`config.mk`:
```
export PLATFORM = sky130hd
export DESIGN_NAME = regfile_sb_flat
export DESIGN_NICKNAME = d
export VERILOG_FILES = /design/src/rtl/regfile_sb_if.sv /design/src/rtl/regfile_sb.sv /design/src/flat_wrapper.sv
export SDC_FILE = /design/constraint.sdc
export NUM_CORES = 1
export LEC_CHECK = 0
export CELL_PAD_IN_SITES_DETAIL_PLACEMENT = 1
export CELL_PAD_IN_SITES_GLOBAL_PLACEMENT = 2
export CORE_MARGIN = 3
export CORE_UTILIZATION = 52
export CTS_BUF_LIST = sky130_fd_sc_hd__clkbuf_16
export CTS_CLUSTER_SIZE = 30
export DETAILED_ROUTE_END_ITERATION = 7
export GPL_TIMING_DRIVEN = 0
export PLACE_DENSITY_LB_ADDON = 0.12
export SLEW_MARGIN = 25
export SYNTH_ARGS = -nofsm -noshare
export SYNTH_HDL_FRONTEND = slang
export SYNTH_SLANG_ARGS = --single-unit
```
`constraint.sdc`:
```
create_clock -name clk -period 12.75 [get_ports clk]
set_input_delay 3.1875 -clock clk [delete_from_list [all_inputs] [get_ports clk]]
set_output_delay 3.1875 -clock clk [all_outputs]
set_load 0.02 [all_outputs]
```
`src/rtl/regfile_sb_if.sv`:
```
// Bus between the decode stage and the scoreboarded register file: write port,
// two read ports, reserve port, and the ready flag of the post-reset clear.
interface regfile_sb_if #(
  parameter int DATA_W = 32,
  parameter int ADDR_W = 5
);
  logic              i_reg_write;
  logic [ADDR_W-1:0] i_write_register;
  logic [DATA_W-1:0] i_write_data;
  logic [ADDR_W-1:0] i_read_register1;
  logic [ADDR_W-1:0] i_read_register2;
  logic              i_rsv_en;
  logic [ADDR_W-1:0] i_rsv_reg;
  logic [DATA_W-1:0] o_read_data1;
  logic [DATA_W-1:0] o_read_data2;
  logic              o_busy1;
  logic              o_busy2;
  logic              o_ready;

  modport master (
    output i_reg_write, i_write_register, i_write_data,
    output i_read_register1, i_read_register2, i_rsv_en, i_rsv_reg,
    input  o_read_data1, o_read_data2, o_busy1, o_busy2, o_ready
  );

  modport slave (
    input  i_reg_write, i_write_register, i_write_data,
    input  i_read_register1, i_read_register2, i_rsv_en, i_rsv_reg,
    output o_read_data1, o_read_data2, o_busy1, o_busy2, o_ready
  );
endinterface

```
`src/rtl/regfile_sb.sv`:
```
// 2-read/1-write register file with optional write bypass, a sequenced
// post-reset clear (stack pointer preloaded) and per-register busy bits.
module regfile_sb #(
  parameter int                   DATA_W  = 32,
  parameter int                   ADDR_W  = 5,
  parameter int unsigned          SP_IDX  = 29,
  parameter logic [DATA_W-1:0]    SP_INIT = DATA_W'('h600),
  parameter int                   BYPASS  = 1
) (
  input  logic         clk,
  input  logic         reset,
  regfile_sb_if.slave  bus
);
  localparam int                DEPTH  = 2 ** ADDR_W;
  localparam logic [ADDR_W-1:0] SP_PTR = ADDR_W'(SP_IDX);
  localparam logic [ADDR_W-1:0] LAST   = '1;

  typedef enum logic {INIT, RUN} state_t;

  state_t            state;
  logic [ADDR_W-1:0] ptr;
  logic [DEPTH-1:0]  busy;
  logic              ready;
  logic [DATA_W-1:0] mem [DEPTH];

  logic              wr_en;
  logic              rsv_en;
  logic [ADDR_W-1:0] wr_idx;
  logic [ADDR_W-1:0] rsv_idx;

  assign wr_en   = bus.i_reg_write && (bus.i_write_register != '0);
  assign rsv_en  = bus.i_rsv_en && (bus.i_rsv_reg != '0);
  assign wr_idx  = bus.i_write_register;
  assign rsv_idx = bus.i_rsv_reg;

  always_ff @(posedge clk) begin
    if (reset) begin
      state <= INIT;
      ptr   <= ADDR_W'(1);
      busy  <= '0;
      ready <= 1'b0;
    end else begin
      case (state)
        INIT: begin
          ptr <= ptr + ADDR_W'(1);
          if (ptr == LAST) begin
            state <= RUN;
            ready <= 1'b1;
          end
        end
        RUN: begin
          // NOTE: two non-blocking writes to the same bit; the later one (set) wins,
          // so a new producer reserved on the retire edge keeps the register busy.
          if (wr_en)  busy[wr_idx]  <= 1'b0;
          if (rsv_en) busy[rsv_idx] <= 1'b1;
        end
        default: state <= INIT;
      endcase
    end
  end

  // NOTE: the array has no reset branch so it maps onto plain RAM/flops without
  // a reset net; the INIT sweep is what gives it defined contents.
  always_ff @(posedge clk) begin
    if (!reset) begin
      if (state == INIT)
        mem[ptr] <= (ptr == SP_PTR) ? SP_INIT : '0;
      else if (wr_en)
        mem[wr_idx] <= bus.i_write_data;
    end
  end

  function automatic logic [DATA_W-1:0] read_port(input logic [ADDR_W-1:0] idx);
    if (state != RUN || idx == '0)         return '0;
    if (BYPASS != 0 && wr_en && wr_idx == idx) return bus.i_write_data;
    return mem[idx];
  endfunction

  // A retiring write hides the busy bit only when bypass can supply the data
  // and no same-cycle reserve re-marks the register.
  function automatic logic busy_port(input logic [ADDR_W-1:0] idx);
    if (state != RUN) return 1'b0;
    if (BYPASS != 0 && wr_en && wr_idx == idx && !(rsv_en && rsv_idx == idx)) return 1'b0;
    return busy[idx];
  endfunction

  always_comb begin
    bus.o_read_data1 = read_port(bus.i_read_register1);
    bus.o_read_data2 = read_port(bus.i_read_register2);
    bus.o_busy1      = busy_port(bus.i_read_register1);
    bus.o_busy2      = busy_port(bus.i_read_register2);
    bus.o_ready      = ready;
  end
endmodule

```
`src/flat_wrapper.sv`:
```
// flat-port wrapper written by rule: the top's interface ports become plain ports
module regfile_sb_flat 
#(
  parameter int                   DATA_W  = 32,
  parameter int                   ADDR_W  = 5,
  parameter int unsigned          SP_IDX  = 29,
  parameter logic [DATA_W-1:0]    SP_INIT = DATA_W'('h600),
  parameter int                   BYPASS  = 1
)
  (clk, reset, bus_i_reg_write, bus_i_write_register, bus_i_write_data, bus_i_read_register1, bus_i_read_register2, bus_i_rsv_en, bus_i_rsv_reg, bus_o_read_data1, bus_o_read_data2, bus_o_busy1, bus_o_busy2, bus_o_ready);
  regfile_sb_if #(.DATA_W(DATA_W), .ADDR_W(ADDR_W)) bus_i ();
  input  logic clk;
  input  logic reset;
  input wire logic [$bits(bus_i.i_reg_write)-1:0] bus_i_reg_write;
  input wire logic [$bits(bus_i.i_write_register)-1:0] bus_i_write_register;
  input wire logic [$bits(bus_i.i_write_data)-1:0] bus_i_write_data;
  input wire logic [$bits(bus_i.i_read_register1)-1:0] bus_i_read_register1;
  input wire logic [$bits(bus_i.i_read_register2)-1:0] bus_i_read_register2;
  input wire logic [$bits(bus_i.i_rsv_en)-1:0] bus_i_rsv_en;
  input wire logic [$bits(bus_i.i_rsv_reg)-1:0] bus_i_rsv_reg;
  output wire logic [$bits(bus_i.o_read_data1)-1:0] bus_o_read_data1;
  output wire logic [$bits(bus_i.o_read_data2)-1:0] bus_o_read_data2;
  output wire logic [$bits(bus_i.o_busy1)-1:0] bus_o_busy1;
  output wire logic [$bits(bus_i.o_busy2)-1:0] bus_o_busy2;
  output wire logic [$bits(bus_i.o_ready)-1:0] bus_o_ready;
  assign bus_i.i_reg_write = bus_i_reg_write;
  assign bus_i.i_write_register = bus_i_write_register;
  assign bus_i.i_write_data = bus_i_write_data;
  assign bus_i.i_read_register1 = bus_i_read_register1;
  assign bus_i.i_read_register2 = bus_i_read_register2;
  assign bus_i.i_rsv_en = bus_i_rsv_en;
  assign bus_i.i_rsv_reg = bus_i_rsv_reg;
  assign bus_o_read_data1 = bus_i.o_read_data1;
  assign bus_o_read_data2 = bus_i.o_read_data2;
  assign bus_o_busy1 = bus_i.o_busy1;
  assign bus_o_busy2 = bus_i.o_busy2;
  assign bus_o_ready = bus_i.o_ready;
  regfile_sb #(.DATA_W(DATA_W), .ADDR_W(ADDR_W), .SP_IDX(SP_IDX), .SP_INIT(SP_INIT), .BYPASS(BYPASS)) u_core (.clk(clk), .reset(reset), .bus(bus_i));
endmodule
```
==> flow_summary.json, run 1 <==
{
  "run_status": "finished clean",
  "cts.sink_count": 1063,
  "port_buffers": 110,
  "comb_power_share_pct": 8.7,
  "count_of_maximum_capacitance_violations": 0,
  "worst_ep_required_time_ps": 9560,
  "synth.ff_latch_count": 1063,
  "vdd.ir_drop.worst_mv": 0.145,
  "fp.dieArea_sq_um": 101000,
  "drt_pre_antenna_iters": 6,
  "postSynthCellCount": 2889,
  "sequentialPowerShare_pct": 49.8,
  "largest_buffer_count_on_any_clock_path": 3,
  "final-setup-viol-count": 0,
  "post_cts_buffers": 0,
  "synth-async-reset-ratio_pct": 0,
  "postCtsHoldBufs": 0,
  "ioPinCount": 123,
  "worst-endpoint-arrival_ps": 8460,
  "timing.final.crit_period_ps": 11650,
  "latest_clock_arrival_within_the_worst_skew_pair_ps": 740,
  "placed_wire_length_estimate_after_detailed_placement_microns": 150000,
  "worst_r2r_path_depth": 7,
  "total_power_mw": 7.69,
  "timing.critical_path.fanout_max": 10,
  "power_density_nw_per_um2": 131,
  "layout-area-overhead-vs-synth_pct": 16.1,
  "fmax_ghz": 0.0859,
  "worst_hold_path_type": "reg2reg",
  "final_hold_viol_count": 0,
  "grt_total_usage_pct": 41.8,
  "clk_transition_reported_paths_ps": 60,
  "routedWlPerCell_microns": 47.1,
  "critPathCaptureType": "primary output",
  "worst_pin_slew_ps": 1170,
  "unrepaired_setup_endpoints_after_global_routing": "no",
  "report.final.slew_viol_count": 0,
  "slew-limit-headroom_pct": 21.9,
  "die_h_microns": 318,
  "cts_buffers": 111,
  "cts_root_buffer": "clkbuf_16",
  "power.leakage_nw": 18.0,
  "synthesized_area_sq_um": 50700,
  "final.setup_skew_ps": 47.8,
  "power.clock.fraction_pct": 41.6,
  "synth_nets": 2948,
  "grt_overflow_total": 0,
  "number_of_warning_messages_in_the_yosys_log": 0,
  "synth.lib_cells_used.distinct": 61,
  "synth_sequential_area_ratio_pct": 62.1,
  "gpl.final_weighted_congestion": 0.956,
  "synthesis.area_per_instance_sq_um": 17.6,
  "synthFlopType": "edfxtp_1",
  "p_int_mw": 5.79,
  "number_of_global_route_vias_before_repair": 35100,
  "grt_pass1_wl_microns": 290000,
  "drc": 0,
  "htree_num_levels": 3,
  "num_vias": 34900,
  "layout.cells.most_common": "edfxtp_1",
  "number_of_antenna_violations_at_the_first_check_in_global_routing": 12,
  "critical_path_class": "in2out",
  "number_of_enable_flip_flop_cells_after_synthesis": 1024,
  "post_route_cells_drive_above_1_share_pct": 27.7,
  "fp.dieW_microns": 318,
  "cts_repair_resizes": 0,
  "layout_worst_path_cycle_share_pct": 91.3,
  "totalWireLength_microns": 214000,
  "placed_area_sq_um": 55300,
  "iteration_0_drc_count_of_the_detailed_router": 6285,
  "clock_tree_from_tritoncts": "built",
  "switchingPower_mw": 1.90,
  "design.core.area_sq_um": 95900,
  "design_area_sq_um": 58900,
  "worstSetupStartpointType": "input pin",
  "initial_utilization_pct": 52.9,
  "finish.net_count": 3237,
  "setup_total_negative_slack_ps": 0,
  "switching_share_pct": 24.7,
  "fillCellCount": 8302,
  "commonest_cells_after_routing_fill_and_taps_aside": "edfxtp_1 (1024), mux4_2 (387), mux2i_1 (337)",
  "rrSetupSlack_ps": 9070,
  "pin_count_of_the_biggest_net_entering_global_routing": 33,
  "std_cell_rows": 113,
  "post_drt_via_cell_ratio": 7.69,
  "whs_path_depth": 2,
  "antenna_violating_nets_post_route": 0
}
synth_stat cells, types with 9 or more instances:
cell type     n  share of area, %
a22oi_1      96               1.4
a21oi_1      86              0.85
clkbuf_1    108              0.80
nor3_1       33              0.33
and2_1       33              0.41
mux2i_1     337               6.6
o21ai_0      71              0.70
nor2b_1      19              0.23
a32o_1       32              0.63
xnor2_1      16              0.28
o211ai_1     28              0.41
mux4_2      387                17
nand2_1      67              0.50
buf_1        14              0.10
a41oi_1      14              0.24
buf_2        95              0.94
a22o_1       26              0.45
nand3_1       9             0.089
o22ai_1      29              0.36
dfxtp_1      39               1.5
o221ai_1     49              0.85
a211oi_1     10              0.15
a221o_1      32              0.63
nor2_1       51              0.38
mux2_2       67               1.5
edfxtp_1   1024                61
buf_4        22              0.33
final timing paths:
| path | startpoint | to |
|---|---|---|
| worst max-delay path | bus_i_read_register1[4] | bus_o_read_data1[12] |
| worst min-delay path | u_core.bus.o_ready | u_core.bus.o_ready |
| worst max register to register | u_core.state | u_core.mem[6][22] |
| worst min register to register | u_core.bus.o_ready | u_core.bus.o_ready |
cell families after synthesis:
kind of cell | Yosys count | share of synthesized area (%)
buf+inv | 254 | 2.39
compound gates | 506 | 7.22
simple gates | 249 | 2.46
mux | 791 | 25.3
fa+ha+maj | 3 | 0.0740
xor+xnor | 23 | 0.397
flops | 1063 | 62.1
flip-flops by register name, indices dropped and copies added (netlist names):
| register | cells |
|---|---|
| u_core.ptr | 5 |
| u_core.busy | 32 |
| u_core.bus.o_ready | 1 |
| u_core.state | 1 |
| u_core.mem | 1024 |
through the flow:
step	setup WS, ps	std cells	hold WS, ps	util, %
6_report	1100	4540	476	61.4
5_1_grt	1300	4532	505	61.4
4_1_cts	1520	4532	484	61.4
3_5_place_dp	1550	4330	472	57.7
3_3_place_gp	1550	4264	452	55.7
2_1_floorplan	4510	2889	455	-
power groups by stage:
stage	Clock [mW]	Combinational (mW)	Sequential [mW]
2_1_floorplan	0	0.341	3.89
3_3_place_gp	0	0.604	3.90
3_5_place_dp	0	0.638	3.90
4_1_cts	3.19	0.641	3.83
5_1_grt	3.34	0.669	3.83
6_report	3.20	0.667	3.83
area by class of cell:
class	instances	area, sq um	share of cell area (%)
flip-flops and latches	1063	31500	53.5
multi-input cells	1572	18300	31.1
clock buffers	111	2780	4.72
repair buffers	176	2690	4.56
well taps	1265	1580	2.69
plain buffers	247	1230	2.09
clock inverters	91	724	1.23
inverters	7	26.3	0.0446
diodes	8	20.0	0.0340
critical path: stages:
cell and delay [ps]:
clkdlybuf4s50_1 710, clkbuf_1 590, nor2b_1 400, nand2_1 690
clkbuf_1 660, o22ai_1 230, nor3_1 870, a22o_1 420
clkdlybuf4s50_1 670
routing by layer:
metal / up-vias / wire length (microns) / GRT usage (%)
met5: - / 153 / 0.946
met4: 6 / 13900 / 21.7
met3: 645 / 31400 / 15.9
met2: 3041 / 93600 / 61.3
met1: 18300 / 74900 / 54.5
li1: 12900 / - / -
(Power assumes the default switching activity.)
==> inputs of run 2 (changes only) <==
- GPL_TIMING_DRIVEN: 0 -> unset
==> run 2 against run 1 <==
  * Sequential power barely moved
  * Fmax grew 12%
  * Sequential share of layout area increased by 1.5 points
  * Total power is 1.7% higher
  * First-iteration DRC count shrank 20%
  * Highest routed layer unchanged
==> flow_summary.json, run 2 (synthesis results as in run 1) <==
{
  "run_status": "finished clean",
  "post_cts_buffers": 0,
  "latest_clock_arrival_within_the_worst_skew_pair_ps": 710,
  "placed_wire_length_estimate_after_detailed_placement_microns": 108000,
  "worstHoldStart": "u_core.busy[0]",
  "whs_path_depth": 1,
  "port_buffers": 122,
  "drc": 0,
  "worst_ep_required_time_ps": 9560,
  "gpl.final_weighted_congestion": 0.850,
  "max_reg_flops": 1024,
  "fillCellCount": 8306,
  "layout.cells.most_common": "edfxtp_1",
  "biggestRegsByFlops": "u_core.mem (1024), u_core.busy (32), u_core.ptr (5)",
  "report.final.slew_viol_count": 0,
  "cp_top_family": "buffers and inverters",
  "grt_total_usage_pct": 36.4,
  "clk_transition_reported_paths_ps": 60,
  "postCtsHoldBufs": 0,
  "grt_overflow_total": 0,
  "layout_worst_path_cycle_share_pct": 81.6,
  "cts_buffers": 114,
  "die_h_microns": 318,
  "worstSetupStartpointType": "input pin",
  "vdd.ir_drop.worst_mv": 0.142,
  "unrepaired_setup_endpoints_after_global_routing": "no",
  "num_vias": 33000,
  "number_of_global_route_vias_before_repair": 33500,
  "layout-area-overhead-vs-synth_pct": 13.0,
  "cts.sink_count": 1063,
  "regMostFlops": "u_core.mem",
  "power_density_nw_per_um2": 136,
  "worst_pin_slew_ps": 1100,
  "final.setup_skew_ps": 36.3,
  "finish.net_count": 3024,
  "grt_pass1_wl_microns": 262000,
  "critical_path.slowest_cell": "or3_2",
  "hold_path_end": "u_core.busy[0]",
  "count_of_maximum_capacitance_violations": 0,
  "worst_hold_path_type": "reg2reg",
  "timing.final.crit_period_ps": 10410,
  "setup_total_negative_slack_ps": 0,
  "largest_buffer_count_on_any_clock_path": 3,
  "fp.dieArea_sq_um": 101000,
  "critPathCaptureType": "primary output",
  "fp.dieW_microns": 318,
  "timing.critical_path.fanout_max": 59,
  "cts_repair_resizes": 0,
  "htree_num_levels": 3,
  "ioPinCount": 123,
  "rrSetupSlack_ps": 8650,
  "design.core.area_sq_um": 95900,
  "cts_root_buffer": "clkbuf_16",
  "post_drt_via_cell_ratio": 7.62,
  "power.leakage_nw": 17.3,
  "fmax_ghz": 0.0961,
  "pin_count_of_the_biggest_net_entering_global_routing": 121,
  "iteration_0_drc_count_of_the_detailed_router": 5045,
  "initial_utilization_pct": 52.9,
  "holdWs_ps": 489,
  "timing.critical_path.buf_inv": 3,
  "clock_tree_from_tritoncts": "built",
  "commonest_cells_after_routing_fill_and_taps_aside": "edfxtp_1 (1024), mux4_2 (387), mux2i_1 (337)",
  "number_of_antenna_violations_at_the_first_check_in_global_routing": 5,
  "totalWireLength_microns": 186000,
  "r2r_end": "u_core.mem[7][10]",
  "worst_r2r_path_depth": 6,
  "post_route_cells_drive_above_1_share_pct": 26.1,
  "critical_path_class": "in2out",
  "final_hold_viol_count": 0,
  "routedWlPerCell_microns": 43.0,
  "slew-limit-headroom_pct": 26.9,
  "antenna_violating_nets_post_route": 0,
  "crit_chain": "buf_8 -> or3_2 -> o31ai_1 -> nor4_4 -> buf_4 -> a32o_1 -> clkdlybuf4s50_1",
  "std_cell_rows": 113,
  "final-setup-viol-count": 0,
  "drt_pre_antenna_iters": 5,
  "largest_stage_delay_on_the_critical_path_ps": 900,
  "worst-endpoint-arrival_ps": 7220,
  "timing.rr.start": "u_core.state"
}
## run 2: cell types whose count changed in the layout (fill, tap and decap cells not counted), moves of 9 or more
cell / change
buf_2: -97
buf_12: -13
buf_4: +55
clkbuf_1: -79
buf_16: -38
buf_1: -9
clkinv_2: +9
bufinv_16: +9
clkbuf_2: -30
## run 2: cell type report
class	instances	area, sq um	area share (%)
Tap cell	1265	1580	2.76
Clock inverter	93	923	1.61
Antenna cell	4	10.0	0.0175
Sequential cell	1063	31500	55.0
Timing Repair Buffer	207	2000	3.49
Clock buffer	116	2900	5.06
Inverter	7	26.3	0.0458
Multi-Input combinational cell	1572	18400	32.0
## run 2: how the worst max path moves through the flow
stage,startpoint,to,depth (start not counted)
floorplan,bus_i_read_register2[0],bus_o_read_data2[10],7
global placement,bus_i_read_register2[1],bus_o_read_data2[18],6
detailed placement,bus_i_read_register2[1],bus_o_read_data2[18],7
CTS,bus_i_read_register2[1],bus_o_read_data2[18],7
global route,bus_i_read_register2[1],bus_o_read_data2[18],7
finish,bus_i_read_register2[1],bus_o_read_data2[18],7
## run 2: stage by stage
step                      setup slack, ps  instances  power (mW)  utilization [%]  area [sq um]
after global placement               2090       4110        4.44             55.7         53400
after detailed placement             2510       4112        4.45             55.8         53400
after global routing                 2330       4323        8.01             59.8         57300
final                                2340       4327        7.82             59.8         57300
after CTS                            2470       4321        7.83             59.7         57300
after floorplan                      4510       2889        4.24                -         50700
## run 2: routing by layer
| metal | share of wire, % | GRT usage (%) | vias up |
|---|---|---|---|
| li1 | - | - | 12400 |
| met1 | 38 | 50.9 | 17600 |
| met2 | 45 | 54.7 | 2505 |
| met3 | 13 | 10.6 | 432 |
| met4 | 4.4 | 13.7 | 2 |
| met5 | 0.0070 | 0 | - |
## run 2: power by group
group | switching, mW | leakage [nW] | internal [mW]
clock network | 1.42 | 1.98 | 2.01
registers | 0.0192 | 8.56 | 3.81
logic | 0.356 | 6.72 | 0.202
total | 1.80 | 17.3 | 6.02
